--- src/rtl/parking_billing_ctrl.sv ---
// parking_billing_ctrl
// Write-side controller for a 3-car entry-time/cost memory.
// On a car arrival it records the arrival time. On a departure it reads the
// stored entry time, computes the elapsed time and the cost, writes the cost
// back, and then offers a bill over a valid/ready handshake.
//
// Ports
//   clk, reset_n        : rising-edge clock, asynchronous active-low reset
//   time_now            : free-running time base (wraps modulo 2^TIME_W)
//   entry_req/exit_req  : one-hot arrival/departure pulses (bit0=car1)
//   car_sel             : one-hot memory select, 000 when idle
//   write_entry         : entry-time write strobe, data on entry_time_wr
//   write_cost          : cost write strobe, data on cost_wr
//   entry_time_rd       : combinational memory read of the selected car
//   occupancy           : bit set = car parked
//   busy                : controller not idle; requests are ignored
//   bill_valid/ready    : bill handshake, payload bill_car/bill_cost
//   error               : pulses in the cycle a request is rejected
module parking_billing_ctrl #(
  parameter int unsigned TIME_W   = 10,
  parameter int unsigned RATE     = 2,
  parameter int unsigned COST_MAX = 1023
) (
  input  logic              clk,
  input  logic              reset_n,
  input  logic [TIME_W-1:0] time_now,
  input  logic [2:0]        entry_req,
  input  logic [2:0]        exit_req,
  output logic [2:0]        car_sel,
  output logic              write_entry,
  output logic              write_cost,
  output logic [TIME_W-1:0] entry_time_wr,
  output logic [TIME_W-1:0] cost_wr,
  input  logic [TIME_W-1:0] entry_time_rd,
  output logic [2:0]        occupancy,
  output logic              busy,
  output logic              bill_valid,
  input  logic              bill_ready,
  output logic [2:0]        bill_car,
  output logic [TIME_W-1:0] bill_cost,
  output logic              error
);

  localparam int unsigned PROD_W = TIME_W + $clog2(RATE + 1);

  typedef enum logic [2:0] {
    IDLE, ENTRY_WR, EXIT_RD, EXIT_CALC, COST_WR, BILL
  } state_t;

  state_t            state, state_nxt;
  logic [2:0]        car_q;
  logic [TIME_W-1:0] time_q;     // entry time or exit time of the latched car
  logic [TIME_W-1:0] elapsed_q;
  logic [TIME_W-1:0] cost_q;
  logic [2:0]        occ_q;

  logic              entry_ok, exit_ok;
  logic              accept_entry, accept_exit;
  logic [PROD_W-1:0] product;
  logic [TIME_W-1:0] cost_sat;

  assign entry_ok = $onehot(entry_req) && ((entry_req & occ_q) == 3'b000);
  assign exit_ok  = $onehot(exit_req)  && ((exit_req & occ_q) == exit_req);

  // Entry has priority; a simultaneous exit is dropped and flagged.
  always_comb begin
    accept_entry = 1'b0;
    accept_exit  = 1'b0;
    error        = 1'b0;
    if (state == IDLE) begin
      if (entry_req != 3'b000) begin
        accept_entry = entry_ok;
        error        = !entry_ok || (exit_req != 3'b000);
      end else if (exit_req != 3'b000) begin
        accept_exit = exit_ok;
        error       = !exit_ok;
      end
    end
  end

  assign product  = PROD_W'(elapsed_q) * PROD_W'(RATE);
  assign cost_sat = (product > PROD_W'(COST_MAX)) ? TIME_W'(COST_MAX)
                                                  : product[TIME_W-1:0];

  always_comb begin
    state_nxt = state;
    case (state)
      IDLE:      if (accept_entry) state_nxt = ENTRY_WR;
                 else if (accept_exit) state_nxt = EXIT_RD;
      ENTRY_WR:  state_nxt = IDLE;
      EXIT_RD:   state_nxt = EXIT_CALC;
      EXIT_CALC: state_nxt = COST_WR;
      COST_WR:   state_nxt = BILL;
      BILL:      if (bill_ready) state_nxt = IDLE;
      default:   state_nxt = IDLE;
    endcase
  end

  always_ff @(posedge clk or negedge reset_n) begin
    if (!reset_n) begin
      state     <= IDLE;
      car_q     <= '0;
      time_q    <= '0;
      elapsed_q <= '0;
      cost_q    <= '0;
      occ_q     <= '0;
    end else begin
      state <= state_nxt;
      case (state)
        IDLE: begin
          if (accept_entry) begin
            car_q  <= entry_req;
            time_q <= time_now;
          end else if (accept_exit) begin
            car_q  <= exit_req;
            time_q <= time_now;
          end
        end
        ENTRY_WR:  occ_q     <= occ_q | car_q;
        // Unsigned subtraction wraps, giving the forward distance.
        EXIT_RD:   elapsed_q <= time_q - entry_time_rd;
        EXIT_CALC: cost_q    <= cost_sat;
        BILL:      if (bill_ready) occ_q <= occ_q & ~car_q;
        default: ;
      endcase
    end
  end

  always_comb begin
    car_sel       = '0;
    write_entry   = 1'b0;
    write_cost    = 1'b0;
    entry_time_wr = '0;
    cost_wr       = '0;
    bill_valid    = 1'b0;
    bill_car      = '0;
    bill_cost     = '0;
    case (state)
      ENTRY_WR: begin
        car_sel       = car_q;
        write_entry   = 1'b1;
        entry_time_wr = time_q;
      end
      EXIT_RD, EXIT_CALC: car_sel = car_q;
      COST_WR: begin
        car_sel    = car_q;
        write_cost = 1'b1;
        cost_wr    = cost_q;
      end
      BILL: begin
        car_sel    = car_q;
        bill_valid = 1'b1;
        bill_car   = car_q;
        bill_cost  = cost_q;
      end
      default: ;
    endcase
  end

  assign occupancy = occ_q;
  assign busy      = (state != IDLE);

endmodule

--- config.mk ---
export PLATFORM = sky130hd
export DESIGN_NAME = parking_billing_ctrl
export DESIGN_NICKNAME = d
export VERILOG_FILES = /design/src/rtl/parking_billing_ctrl.sv
export SDC_FILE = /design/constraint.sdc
export NUM_CORES = 1
export LEC_CHECK = 0
export ABC_AREA = 0
export CORE_ASPECT_RATIO = 0.9
export CORE_MARGIN = 3
export CORE_UTILIZATION = 51
export DETAILED_ROUTE_END_ITERATION = 8
export PLACE_DENSITY = 0.82
export SLEW_MARGIN = 5
export SYNTH_ARGS = -nofsm -noshare
export SYNTH_HDL_FRONTEND = slang
export SYNTH_SLANG_ARGS = --single-unit
--- constraint.sdc ---
create_clock -name clk -period 2.8 [get_ports clk]
set_input_delay 0.56 -clock clk [delete_from_list [all_inputs] [get_ports clk]]
set_output_delay 0.56 -clock clk [all_outputs]
set_load 0.05 [all_outputs]
# Word level (Yosys, flattened, before mapping)
# Index checks and enable logic that the tools add are counted.
# classes
order_cmp	1
muxes	27
eq_ne	10
addsub	5
n_bitwise	5
reduce_logical	16
# op_table
cell	count
two-way mux 10 bit	6
two-way mux 3 bit	8
one-hot mux 3 bit (5 select lines)	1
greater-than comparator 11 x 10 -> 1 bit, second input constant	1
two-way mux 1 bit	11
subtractor 10 bit	1
bitwise AND 3 bit	3
nonzero test 3 bit	3
equality test 3 x 2 -> 1 bit, second input constant	2
equality test 3 bit, second input constant	2
logical NOT 3 bit	2
one-hot mux 3 bit (2 select lines)	1
AND reduction 2 bit	3
OR reduction 5 bit	1
adder 1 x 1 -> 2 bit	2
adder 2 x 1 -> 2 bit	2
equality test 2 x 1 -> 1 bit, second input constant	2
nonzero test 2 bit	2
equality test 3 x 1 -> 1 bit, second input constant	1
equality test 3 bit	1
inequality test 3 bit, second input constant	1
inverter 3 bit	1
bitwise OR 3 bit	1
logical AND 1 bit	2
3 further kinds	4
# totals
wordCells	70
in_bits	29
out_inout_bits	44
regBits	39

# Logic depth before layout (Yosys ltp)
# Gate-level depths: netlist (run 1).
# logic_depth
ltp_word	10
ltp_mapped	8

# Least setup slack after synthesis (run 1)
# Ideal clock, no wire load.
# synth_timing
path_kind	input to output
start	in entry_req[0]
end	out error
n_path_buf	0
setup_slack_ps	43
stages	6
t_required_ps	2240
arrival_time_ps	2197
path_cell_list	inv_1 > fa_1 > nor2b_1 > nand4_1 > nand3_1 > a21oi_1
# synth_via
elab_chain_len	8
word_cells_on_any_way	11
cone_classes	add/sub (2); eq/ne (1); mux (2); bitwise (1); reduce/logical (5)
# synth_rtl
item	line_no	rtl
start: declaration	27	input logic [2:0] entry_req,
adder 1 x 1 -> 2 bit (implied by the code)	62	assign entry_ok = $onehot(entry_req) && ((entry_req & occ_q) == 3'b000);
adder 2 x 1 -> 2 bit (implied by the code)	62	
equality test 2 x 1 -> 1 bit	62	
logical AND 1 bit	62	
logical NOT 1 bit	73	error = !entry_ok || (exit_req != 3'b000);
logical OR 1 bit	73	
two-way mux 1 bit *	71	if (entry_req != 3'b000) begin
two-way mux 1 bit *	70	if (state == IDLE) begin
end: declaration	41	output logic error
# Mark *: on every way between the ends. The rest lies on a longest branch, timed or not.

# Worst setup path after layout (run 1)
# layout_timing
start	in exit_req[0]
end	out error
# layout_via
elab_chain_len	8
word_cells_on_any_way	12
cone_classes	add/sub (2); eq/ne (2); mux (3); bitwise (1); reduce/logical (4)
# layout_rtl
item	line_no	rtl
start: declaration	28	input logic [2:0] exit_req,
adder 1 x 1 -> 2 bit (implied by the code)	63	assign exit_ok = $onehot(exit_req) && ((exit_req & occ_q) == exit_req);
adder 2 x 1 -> 2 bit (implied by the code)	63	
equality test 2 x 1 -> 1 bit	63	
logical AND 1 bit	63	
logical NOT 1 bit	76	error = !exit_ok;
two-way mux 1 bit	74	end else if (exit_req != 3'b000) begin
two-way mux 1 bit *	71	
two-way mux 1 bit *	70	
# Marks and branches as above.

==> results by group, run 1 <==
Drt
  – Via count: 2205
  – DRT iter0 DRCs: 101
  – DRC errors left: 0
  – Post-route ant nets: 0
  – Per-cell routed wire length: 14.0 um
  – Drt via density: 5.34
  – Drt first pass iters: 4
  – Routed wire length: 5.77 mm

Synthesis
  – Avg Synthesized Cell Area: 9.18 um2
  – YS warnings: 0
  – Cell accounting for the most synthesized area: dfrtp_1
  – Mapped Nets: 310
  – Cell count after synthesis: 269
  – Sequential area share after synthesis: 39.5%
  – Synth top area share: 39.5%
  – Synthesized area: 0.00247 mm2
  – Top_reg_cell synth: dfrtp_1
  – Async S/R FF share, synth: 100%
  – Yosys cell types: 42
  – Top cells by area, synth: dfrtp_1 (40%), and2_1 (9.1%), mux2_4 (5.5%)
  – Post-synth EDFFs: 0
  – Yosys reg bits: 39

Floorplan
  – Core area: 0.00455 mm2
  – Initial Util: 54.3%
  – Row count: 23
  – Die area: 0.00571 mm2
  – Die W: 79.3 um
  – I/O pins: 73
  – Die height: 72 um

STA
  – RSZ-0062 raised after global routing: no
  – Fin crit period: 2650 ps
  – Sum Neg Setup Slack: 0 ps
  – Fmax: 0.377 GHz
  – Final hold slack: 379 ps
  – Fin. Hold Viols: 0
  – Skew final: 4.83 ps
  – Final setup violating endpoints: 0
  – Rel. slew slack: 42.4%
  – Final WS setup: 145 ps
  – Fin crit share: 94.8%
  – Worst Max-Slew Pin Slew: 865 ps
  – Slew Viols, Final: 0

Power and ir drop
  – Power, Total: 3.35 mW
  – Leakage: 1.76 nW
  – Peak supply drop: 542 uV
  – Pwr dens: 926 mW/mm2

Worst setup path
  – Required time worst endpoint: 2240 ps
  – Reg2Reg Depth: 6
  – Crit path to: error
  – Peak fanout along the critical path: 2
  – Flop2flop setup slack: 740 ps
  – CP Class: in2out
  – CP arrival: 2090 ps
  – CP Launch Point: exit_req[0]
  – Worst reg2reg path startpoint: state[1]$_DFFE_PN0P_
  – FF-to-FF End: car_q[2]$_DFFE_PN0P_
  – CP startpoint kind: input pin
  – CP Capture Type: output pin

Finish
  – Fraction of layout cells with a size suffix above 1: 23.4%
  – Fin nets: 391
  – Most frequent cells in the layout: dfrtp_1 (39), and2_1 (36), nand2_1 (31)
  – Ant diodes: 0
  – Register area: 976 um2
  – P&R area growth vs syn: 46.4%
  – Most common cell after layout, fill and taps aside: dfrtp_1
  – Fill count: 308
  – Area of the multi-input gates: 0.00139 mm2

Clock tree
  – H-Tree Depth: 2
  – Post-CTS Hold Fix Bufs: 0
  – Root buf cell: clkbuf_8
  – Post-CTS setup buffer count: 0
  – Clock Sinks: 39
  – Total CTS buffers: 5
  – Clock-pin slew on the worst setup and hold paths: 70 ps
  – CTS tree: yes
  – Clk_lat worst skew: 280 ps
  – Max Root-Sink Buffers: 2

GRT
  – First-pass GRT wire length: 9.80 mm
  – Congestion Overflow GR: 0
  – GR peak layer: met2
  – Largest net degree at the start of global routing: 40
  – GR Util met1: 30.2%
  – GR Util met3: 4.71%
  – Met2 usage: 33.8%
  – Antenna violations before repair: 0
  – Total GRT Usage: 21.6%
  – Number of global-route vias before repair: 2096

Run
  – Max Cap Viol: 0

Placement
  – Setup WS pre-CTS: -366 ps
  – Hpwl dp: 4.61 mm
  – Port bufs: 72
  – GP Congestion: 0.854

Worst hold path
  – Worst hold path type: in2async

Run status
  – Status: finished, final reports clean
==> synth_stat cells (2+ instances only) <==
cell type and count:
dfrtp_1 39, and2_1 36, nand2_1 31, o21ai_0 22, inv_1 20, nor2_1 18
clkbuf_1 10, ha_1 9, mux2_4 9, a21oi_1 8, o21a_1 6, nand2b_1 5
o31ai_1 5, a22o_1 4, a211oi_1 3, fa_1 3, nor2b_1 3, nor3_1 3
a21o_1 2, a22oi_1 2, and3_1 2, and3b_1 2, buf_6 2, mux2_2 2
mux2i_1 2, nand3_1 2, nand4_1 2, nor3b_1 2, xor2_1 2
==> cell type report <==
| class | instances | share of cell area (%) |
|---|---|---|
| clock inverter | 1 | 0.138 |
| sequential | 39 | 27.0 |
| multi-input combinational | 198 | 38.4 |
| timing repair buffer | 86 | 28.2 |
| tap | 62 | 2.15 |
| inverter | 20 | 2.08 |
| clock buffer | 7 | 2.11 |
==> timing repair <==
action / in CTS / in global routing
endpoints found under the setup margin: 2 / 1
pin swaps: 2 / 2
resized for setup: 7 / 6
==> flip-flops by register name, summed over array words and instances (netlist names), named ones only <==
name	count
car_q	3
state	3
cost_q	10
elapsed_q	10
time_q	10
==> worst max-delay path, cell delays in order <==
cell and delay [ps]:
dlygate4sd2_1 260, fa_1 520, nor2b_2 140, o2111ai_2 150
buf_4 170, nor2_2 80, a21oi_2 50, buf_12 150
==> stage by stage <==
stage,utilization (%),area (um2),cells
after floorplan,-,2470,269
after global placement,77.1,3500,406
after detailed placement,77.1,3500,406
after CTS,79.3,3610,414
after global routing,79.5,3610,413
final,79.5,3610,413
==> routing by layer <==
layer  wire length (um)  share of wire [%]
met4                 58                1.0
met5                  0                  0
met2               2700                 47
met3                382                6.6
met1               2630                 46
==> power breakdown <==
part | leakage (nW) | total (mW) | internal (mW) | switching (mW)
Clock | 0.0422 | 0.359 | 0.175 | 0.184
Combinational | 1.23 | 1.92 | 0.865 | 1.05
Sequential | 0.483 | 1.07 | 0.818 | 0.253
Total | 1.76 | 3.35 | 1.86 | 1.49
==> logic make-up (layout without fill, tap and decap cells) <==
kind of cell | after synthesis | after routing | synth area share [%]
AO/OA/AOI/OAI | 58 | 58 | 15.3
XOR/XNOR | 3 | 3 | 1.06
adder cells (fa/ha/maj) | 12 | 12 | 6.99
buffers and inverters | 32 | 114 | 5.47
flip-flops | 39 | 39 | 39.5
multiplexers | 13 | 13 | 7.20
AND/OR/NAND/NOR | 112 | 112 | 24.5
==> how the worst min path moves through the flow <==
stage	depth (start not counted)	from	endpoint	slack [ps]
after floorplan	0	reset_n	async pin	260
after global placement	1	elapsed_q[4]$_DFFE_PN0P_	elapsed_q[4]$_DFFE_PN0P_	460
after detailed placement	2	elapsed_q[5]$_DFFE_PN0P_	elapsed_q[5]$_DFFE_PN0P_	470
after CTS	1	reset_n	time_q[9]$_DFFE_PN0P_	400
after global routing	1	reset_n	time_q[6]$_DFFE_PN0P_	440
final	1	reset_n	time_q[7]$_DFFE_PN0P_	380
No activity file was read; power rests on OpenSTA's default activity.
==> run 2: changes to the inputs <==
Settings changed: CORE_MARGIN 3 to not set.
==> run 2 against run 1 <==
Compared with the run above:
- hold slack got worse by 34 ps
- first-iteration DRC count increased by 110%
- power increased by 3.3%
- die area decreased by 10%
- clock skew increased by 6.1 ps
- combinational power increased by 2%
- via count increased by 1.9%
- cell area increased by 1.1%
- largest cell class unchanged
==> results by group, run 2 (synthesis results as in run 1) <==
Run status
  – Status: finished, final reports clean

Finish
  – Fin nets: 391
  – Fill count: 290
  – Final core occ: 80.4%
  – Most frequent cells in the layout: dfrtp_1 (39), and2_1 (36), nand2_1 (31)
  – Most common cell after layout, fill and taps aside: dfrtp_1
  – Largest regs: cost_q (10), elapsed_q (10), time_q (10)
  – Fraction of layout cells with a size suffix above 1: 22.8%
  – P&R area growth vs syn: 48.1%
  – Ant diodes: 0

Clock tree
  – H-Tree Depth: 2
  – Clock Sinks: 39
  – Clock-pin slew on the worst setup and hold paths: 80 ps
  – Max Root-Sink Buffers: 2
  – Root buf cell: clkbuf_8
  – Total CTS buffers: 5
  – CTS tree: yes
  – Post-CTS setup buffer count: 0
  – Clk_lat worst skew: 300 ps

STA
  – Fin. Hold Viols: 0
  – Final setup violating endpoints: 0
  – Worst Max-Slew Pin Slew: 849 ps
  – Fin crit period: 2630 ps
  – Rel. slew slack: 43.4%
  – RSZ-0062 raised after global routing: no
  – Fmax: 0.380 GHz
  – Sum Neg Setup Slack: 0 ps
  – Skew final: 10.9 ps
  – Slew Viols, Final: 0
  – Fin crit share: 94.0%

Worst setup path
  – Flop2flop setup slack: 720 ps
  – Worst reg2reg path startpoint: time_q[3]$_DFFE_PN0P_
  – CP max stage delay: 540 ps
  – Peak fanout along the critical path: 2
  – FF-to-FF End: elapsed_q[9]$_DFFE_PN0P_
  – CP Class: in2out
  – CP arrival: 2070 ps
  – Reg2Reg Depth: 5
  – Required time worst endpoint: 2240 ps
  – Sequence of cells on the critical path: dlygate4sd2_1 > fa_1 > nor2b_4 > o2111ai_2 > buf_4 > nor2_2 > a21oi_2 > buf_12
  – CP Capture Type: output pin
  – CP startpoint kind: input pin
  – Slowest cell on crit path: fa_1

Floorplan
  – Die area: 0.00512 mm2
  – Core area: 0.00455 mm2
  – Row count: 23
  – Die W: 75.3 um
  – I/O pins: 73
  – Initial Util: 54.3%
  – Die height: 68 um

Drt
  – Routed wire length: 6.06 mm
  – Drt first pass iters: 5
  – Per-cell routed wire length: 14.7 um
  – DRT iter0 DRCs: 208
  – Via count: 2247
  – Drt via density: 5.44
  – Post-route ant nets: 0
  – DRC errors left: 0

GRT
  – Total GRT Usage: 25.2%
  – Congestion Overflow GR: 0
  – Number of global-route vias before repair: 2076
  – Antenna violations before repair: 0
  – Largest net degree at the start of global routing: 40
  – First-pass GRT wire length: 9.57 mm

Worst hold path
  – Worst hold path type: in2async

Power and ir drop
  – Part of the power in combinational logic: 56.8%
  – Sw power: 1.54 mW
  – Internal power: 1.92 mW
  – Peak supply drop: 571 uV
  – Leakage: 1.82 nW
  – Switch share: 44.6%
  – Clock share of power: 12.4%
  – Reg power frac: 30.8%
  – Pwr dens: 946 mW/mm2

Placement
  – GP Congestion: 0.913
  – Port bufs: 72
  – Hpwl dp: 4.52 mm

Run
  – Max Cap Viol: 0
[run 2: worst max path at each step]
stage,to,slack (ps),startpoint
2_1_floorplan,error,40,entry_req[0]
3_3_place_gp,time_q[9]$_DFFE_PN0P_,-310,entry_req[0]
3_5_place_dp,time_q[9]$_DFFE_PN0P_,-360,entry_req[0]
4_1_cts,error,-30,entry_req[0]
5_1_grt,error,110,exit_req[0]
6_report,error,170,exit_req[0]
[run 2: area by class of cell]
type                    instances  area [um2]  area share (%)
multi-input cells             198        1390            37.9
well taps                      62        77.6            2.12
clock buffers                   7        96.3            2.64
repair buffers                 86        1040            28.4
clock inverters                 1        7.51           0.205
flip-flops and latches         39         976            26.7
inverters                      20        75.1            2.05
[run 2: metal layers]
layer | up-vias | routed length, um | global-route usage [%]
met1 | 1041 | 2720 | 32.5
met3 | 12 | 425 | 6.04
met2 | 118 | 2830 | 42.1
met4 | 0 | 81 | 7.64
met5 | - | 0 | 0
li1 | 1076 | - | -
[run 2: power by group through the flow]
stage	Sequential, mW	Combinational, mW	Clock (mW)
floorplan	1.04	1.25	0
finish	1.06	1.96	0.430
detailed placement	1.07	1.91	0
CTS	1.06	1.95	0.433
global placement	1.05	1.86	0
global route	1.10	2.11	0.465
[run 2: timing repair]
item	4_1_cts	5_1_grt
hold buffers	0	0
resized for setup	6	10
endpoints found under the setup margin	2	4
pin swaps	1	4
[run 2: worst max-delay path, delay by kind of cell]
family                     cells  cell delay, ps
adders and majority gates      1             540
buffers and inverters          3             580
AOI/OAI and AO/OA              2             170
and+or+nand+nor                2             220
[run 2: per-stage QoR]
stage | std cells | total power [mW] | worst slack (ps) | hold WS [ps] | area, um2
after CTS | 414 | 3.45 | -30.9 | 390 | 3640
final | 413 | 3.46 | 167 | 345 | 3660
after global placement | 406 | 2.91 | -308 | 463 | 3510
after global routing | 413 | 3.67 | 108 | 427 | 3660
after floorplan | 269 | 2.29 | 42.6 | 264 | 2470
after detailed placement | 406 | 2.98 | -361 | 472 | 3510
